===== src/rtl/branch_predictor_btb_pkg.sv =====
// Shared types and constants for the branch target buffer and its flush sweep.
package branch_predictor_btb_pkg;

  localparam logic [1:0] CNT_INIT = 2'b10;

  typedef enum logic {
    ST_IDLE  = 1'b0,
    ST_FLUSH = 1'b1
  } flush_state_t;

  // Per-entry control fields; tag and target widths depend on the instance, so they sit beside this.
  typedef struct packed {
    logic       valid;
    logic       is_jump;
    logic [1:0] cnt;
  } btb_entry_t;

  function automatic logic [1:0] cnt_step(input logic [1:0] c, input logic taken);
    if (taken) return (c == 2'b11) ? c : c + 2'd1;
    else       return (c == 2'b00) ? c : c - 2'd1;
  endfunction

endpackage


===== src/rtl/branch_predictor_btb_pc_redirect.sv =====
// Execute-stage redirect decision: compares the actual branch outcome with what fetch did.
module pc_redirect #(
  parameter int IADDR_SPACE_BITS = 32
) (
  input  logic                        i_ex_valid,
  input  logic                        i_cmp,
  input  logic                        i_branch_pred,
  input  logic                        i_inst_jal_jalr,
  input  logic                        i_inst_branch,
  input  logic [IADDR_SPACE_BITS-1:0] i_pc,
  input  logic [IADDR_SPACE_BITS-1:0] i_pc_next,
  input  logic [IADDR_SPACE_BITS-1:0] i_pc_target,
  output logic                        o_actual_taken,
  output logic                        o_pc_select,
  output logic [IADDR_SPACE_BITS-1:0] o_pc_target
);

  logic pred_ok;
  logic fetched_taken;

  always_comb begin
    o_actual_taken = i_inst_jal_jalr | (i_inst_branch & i_cmp);
    pred_ok        = (i_pc_target == i_pc);
    // Fetch effectively went taken only if it predicted taken and landed on the right target.
    fetched_taken  = i_branch_pred & pred_ok;
    o_pc_select    = i_ex_valid & (o_actual_taken ^ fetched_taken);
    o_pc_target    = fetched_taken ? i_pc_next : i_pc_target;
  end

endmodule


===== src/rtl/branch_predictor_btb.sv =====
// Direct-mapped branch target buffer with 2-bit counters, redirect logic and a flush sweep.
//   state    | meaning
//   ST_IDLE  | lookups and updates active
//   ST_FLUSH | clearing one valid bit per cycle, lookups/updates suppressed
module branch_predictor_btb
  import branch_predictor_btb_pkg::*;
#(
  parameter int IADDR_SPACE_BITS  = 32,
  parameter int BTB_ENTRIES       = 16,
  parameter int BRANCH_PREDICTION = 1
) (
  input  logic                        i_clk,
  input  logic                        i_reset_n,
  input  logic                        i_flush,
  input  logic [IADDR_SPACE_BITS-1:0] i_fetch_pc,
  output logic                        o_pred_taken,
  output logic [IADDR_SPACE_BITS-1:0] o_pred_target,
  input  logic                        i_ex_valid,
  input  logic [IADDR_SPACE_BITS-1:0] i_ex_pc,
  input  logic                        i_cmp,
  input  logic                        i_branch_pred,
  input  logic                        i_inst_jal_jalr,
  input  logic                        i_inst_branch,
  input  logic [IADDR_SPACE_BITS-1:0] i_pc,
  input  logic [IADDR_SPACE_BITS-1:0] i_pc_next,
  input  logic [IADDR_SPACE_BITS-1:0] i_pc_target,
  output logic                        o_pc_select,
  output logic [IADDR_SPACE_BITS-1:0] o_pc_target,
  output logic                        o_busy,
  output logic [15:0]                 o_mispred_cnt
);

  localparam int IDX   = $clog2(BTB_ENTRIES);
  localparam int TAG_W = IADDR_SPACE_BITS - IDX - 2;

  btb_entry_t                  meta_q [BTB_ENTRIES];
  logic [TAG_W-1:0]            tag_q  [BTB_ENTRIES];
  logic [IADDR_SPACE_BITS-1:0] tgt_q  [BTB_ENTRIES];

  flush_state_t state_q, state_d;
  logic [IDX-1:0] flush_idx_q;

  logic [IDX-1:0]   fetch_idx, ex_idx;
  logic [TAG_W-1:0] fetch_tag, ex_tag;
  logic             fetch_hit, ex_hit, upd_en, actual_taken;
  logic             unused_addr_lsbs;

  assign fetch_idx = i_fetch_pc[IDX+1:2];
  assign fetch_tag = i_fetch_pc[IADDR_SPACE_BITS-1:IDX+2];
  assign ex_idx    = i_ex_pc[IDX+1:2];
  assign ex_tag    = i_ex_pc[IADDR_SPACE_BITS-1:IDX+2];
  assign unused_addr_lsbs = ^{i_fetch_pc[1:0], i_ex_pc[1:0]};

  pc_redirect #(.IADDR_SPACE_BITS(IADDR_SPACE_BITS)) u_pc_redirect (
    .i_ex_valid      (i_ex_valid),
    .i_cmp           (i_cmp),
    .i_branch_pred   (i_branch_pred),
    .i_inst_jal_jalr (i_inst_jal_jalr),
    .i_inst_branch   (i_inst_branch),
    .i_pc            (i_pc),
    .i_pc_next       (i_pc_next),
    .i_pc_target     (i_pc_target),
    .o_actual_taken  (actual_taken),
    .o_pc_select     (o_pc_select),
    .o_pc_target     (o_pc_target)
  );

  // Lookup reads pre-update table contents; an update at the same index lands next edge.
  always_comb begin
    fetch_hit     = meta_q[fetch_idx].valid && (tag_q[fetch_idx] == fetch_tag);
    o_pred_taken  = (BRANCH_PREDICTION != 0) && fetch_hit && !o_busy &&
                    (meta_q[fetch_idx].is_jump || meta_q[fetch_idx].cnt[1]);
    o_pred_target = o_pred_taken ? tgt_q[fetch_idx] : '0;
  end

  always_comb begin
    ex_hit = meta_q[ex_idx].valid && (tag_q[ex_idx] == ex_tag);
    upd_en = (BRANCH_PREDICTION != 0) && i_ex_valid &&
             (i_inst_branch || i_inst_jal_jalr) && !o_busy;
  end

  always_ff @(posedge i_clk or negedge i_reset_n) begin
    if (!i_reset_n) begin
      for (int i = 0; i < BTB_ENTRIES; i++) meta_q[i] <= '0;
    end else if (o_busy) begin
      meta_q[flush_idx_q].valid <= 1'b0;
    end else if (upd_en) begin
      if (ex_hit)
        meta_q[ex_idx].cnt <= cnt_step(meta_q[ex_idx].cnt, actual_taken);
      else if (actual_taken)
        meta_q[ex_idx] <= '{valid: 1'b1, is_jump: i_inst_jal_jalr, cnt: CNT_INIT};
    end
  end

  // Tag/target are qualified by the valid bit, so they carry no reset.
  always_ff @(posedge i_clk) begin
    if (upd_en && actual_taken) begin
      tgt_q[ex_idx] <= i_pc_target;
      if (!ex_hit) tag_q[ex_idx] <= ex_tag;
    end
  end

  always_ff @(posedge i_clk or negedge i_reset_n) begin
    if (!i_reset_n) begin
      state_q     <= ST_IDLE;
      flush_idx_q <= '0;
    end else begin
      state_q     <= state_d;
      flush_idx_q <= (state_q == ST_FLUSH) ? flush_idx_q + 1'b1 : '0;
    end
  end

  always_comb begin
    state_d = state_q;
    case (state_q)
      ST_IDLE:  if (i_flush) state_d = ST_FLUSH;
      ST_FLUSH: if (flush_idx_q == IDX'(BTB_ENTRIES - 1)) state_d = ST_IDLE;
      default:  state_d = ST_IDLE;
    endcase
  end

  always_comb begin
    o_busy = (state_q == ST_FLUSH);
  end

  always_ff @(posedge i_clk or negedge i_reset_n) begin
    if (!i_reset_n)       o_mispred_cnt <= '0;
    else if (o_pc_select) o_mispred_cnt <= o_mispred_cnt + 16'd1;
  end

endmodule


===== config.mk =====
export PLATFORM = sky130hd
export DESIGN_NAME = branch_predictor_btb
export DESIGN_NICKNAME = d
export VERILOG_FILES = /design/src/rtl/branch_predictor_btb_pkg.sv /design/src/rtl/branch_predictor_btb_pc_redirect.sv /design/src/rtl/branch_predictor_btb.sv
export SDC_FILE = /design/constraint.sdc
export NUM_CORES = 1
export LEC_CHECK = 0
export ABC_CLOCK_PERIOD_IN_PS = 10600
export BUFFER_PORTS_ARGS = -buffer_cell sky130_fd_sc_hd__buf_2
export CORE_UTILIZATION = 60
export DETAILED_ROUTE_END_ITERATION = 8
export GPL_ROUTABILITY_DRIVEN = 1
export PLACE_DENSITY = 0.79
export SYNTH_ARGS = -nofsm -noshare
export SYNTH_HDL_FRONTEND = slang
export SYNTH_SLANG_ARGS = --single-unit

===== constraint.sdc =====
create_clock -name i_clk -period 10.6 [get_ports i_clk]
set_clock_uncertainty 0.2 [all_clocks]
set_input_delay 0.53 -clock i_clk [delete_from_list [all_inputs] [get_ports i_clk]]
set_output_delay 0.53 -clock i_clk [all_outputs]
set_load 0.01 [all_outputs]

==> out/results.txt <==
first-pass GRT wire length: 164000 µm
Layout Utilization: 68.5%
top cells by area, synth: edfxtp_1 (63%), mux4_2 (19%), dfrtp_1 (4.8%)
number of global-route vias before repair: 25000
PD cells: 177 mW/mm²
Startpoint Class: input port
Crit Path Max Fanout: 90
CP cell instances: buf_8, buf_4, mux4_2, mux2_2, a21oi_1, xor2_1, nand4_1, nor4_1, nand3_2, nor2b_1, buf_2
final hold vios: 0
Synth top cells by count: edfxtp_1 (928), mux4_2 (381), mux2_2 (95)
Clock Tree Buf Depth: 3
clock root buffer master: clkbuf_16
post-route minimum period: 6.58 ns
CTS sink cnt: 1013
Max IR drop VDD: 0.147 mV
Ports: 251
DIE AREA: 0.0749 mm²
final setup fails: 0
DRT Wirelength: 113000 µm
H-Tree Level Count: 3
Worst EP required: 9.87 ns
# DRC: 0
CP peak stage delay: 0.88 ns
clock transition at the registers of the reported paths: 0.07 ns
Hold Crit Class: in2reg
Mapped Area: 0.0443 mm²
Initial DRC Count: 2466
TritonCTS buffer count: 101
Ys Warns: 0
number of enable flip-flop cells after synthesis: 928
initial core utilization: 60.7%
CTS tree: done
sequential fraction of the synthesis area: 67.7%
post-CTS sizing: 0
Syn Nets: 2370
vias per cell: 6.85
Slew @ Worst Pin: 1.22 ns
wire length per cell: 32.1 µm
Post-synth top flop: edfxtp_1
P&R area growth vs syn: 12.9%
Via Count: 24100
DP HPWL: 61300 µm
pin count of the biggest net entering global routing: 91
syn avg cell area: 20.2 µm²
Worst setup startpoint: i_fetch_pc[2]
final net count: 2637
Syn Inst Count: 2197
initial antenna violation count: 7
Slew headroom: 18.3%
Slew Limit Fails: 0
GR Overflow Total: 0
Post-Layout Inst Area: 0.0500 mm²
Detailed Routing Iterations Pass 1: 7
area of the core: 0.0730 mm²
most frequent cell after synthesis: edfxtp_1
Rows: 99
DIE WIDTH: 274 µm
worst path bufs/invs: 3
setup bufs post-CTS: 0
Final ANT Viol Nets: 0
Post-Route Setup TNS: 0 ns
Worst Setup End Kind: primary output
Post-CTS Hold Buffers: 2
RSZ-0062 raised after global routing: false
area post-placement: 0.0466 mm²
crit-path leading delay family: simple AND/OR/NAND/NOR gates
port bufs: 246
beginning of the worst hold path: i_pc_target[21]
LEAKAGE: 16.9 nW
WP data arrival: 5.85 ns
Yosys cell types: 55
r2r startpoint: tag_q[15][1]
die height: 274 µm
final worst path period share: 62.1%
status: finished, final reports clean
Fmax: 0.152 GHz
fraction of registers with async set or reset after synthesis: 8.39%
WS Path Type: in2out
share of layout cells above drive strength 1: 37.6%
Synth Register Bits: 1013
gp weighted congestion: 0.850
Synth top area share: 62.9%
largest area contributor in the netlist: edfxtp_1
Clock Latency Late Sink: 0.66 ns
Global Route Usage Sum: 30.6%
MaxCap Viol Count: 0
Worst path slowest cell: buf_4
final timing paths:
check,endpoint,slack [ns],cells past startpoint
max,o_pred_target[24],4.02,11
min,tgt_q[3][21],0.05,1
max reg2reg,tag_q[3][23],5.99,11
min reg2reg,o_mispred_cnt[15],0.27,1
max in group asynchronous,meta_q[52],9.06,2
min in group asynchronous,o_mispred_cnt[5],0.41,2
area by class of cell:
cell class                      count  area (µm²)
Inverter                           31         116
Multi-Input combinational cell   1019       13700
Sequential cell                  1013       30000
Fill cell                        4425       23000
Clock inverter                     65         658
Antenna cell                        3        7.51
Clock buffer                      125        2680
Timing Repair Buffer              298        1670
Tap cell                          959        1200
sequential cells by signal, indices dropped and copies added (netlist names):
name / cells
flush_idx_q: 4
meta_q: 64
o_busy: 1
o_mispred_cnt: 16
tag_q: 416
tgt_q: 512
power by group:
part	internal, mW	switching, mW
Clock	2.07	1.51
Combinational	0.327	0.418
Sequential	4.45	0.0773
layout by cell type, fill, tap and decap left out, drive strengths merged, types with 9 or more instances in the layout:
master,netlist,final
edfxtp,928,928
mux4,381,381
buf,72,295
clkbuf,62,126
mux2,95,95
dfrtp,85,85
mux2i,63,63
xnor2,58,58
xor2,55,55
nand2,52,52
clkinv,1,48
nor2b,46,46
o21ai,42,42
nor2,38,38
inv,30,35
nand3,30,30
a21oi,17,17
o211ai,14,14
nand4,13,13
a2111oi,12,12
o22ai,11,11
bufinv,0,11
nor4,9,9
a211oi,9,9
per-stage QoR:
stage | std cells | hold WS (ns) | power, mW | setup slack [ns]
finish | 3513 | 0.0518 | 8.86 | 4.02
global placement | 3318 | 0.258 | 5.32 | 4.07
floorplan | 2197 | 0.0344 | 5.06 | 6.12
global route | 3512 | 0.0481 | 9.10 | 3.58
detailed placement | 3318 | 0.256 | 5.35 | 3.97
CTS | 3510 | 0.0276 | 8.90 | 3.94
layer usage:
metal / track usage [%] / vias to the layer above / routed length [µm] / part of all wire [%]
met5: 0 / - / 48 / 0.043
met4: 12.7 / 8 / 4690 / 4.2
met3: 5.92 / 291 / 9730 / 8.6
met2: 52.9 / 1408 / 58900 / 52
met1: 38.1 / 12700 / 39300 / 35
li1: - / 9691 / - / -
kinds of logic (layout without fill, tap and decap cells):
group / after synthesis / count (layout) / synth area share, %
xor gates and xnor gates: 113 / 113 / 2.23
buffers and inverters: 165 / 519 / 1.69
adders and majority gates: 6 / 6 / 0.164
AOI/OAI and AO/OA: 138 / 138 / 2.41
other: 0 / 3 / 0
DFF: 1013 / 1013 / 67.7
and+or+nand+nor: 223 / 223 / 2.57
muxes: 539 / 539 / 23.2
Note: power is estimated with default switching activity, not from simulation.
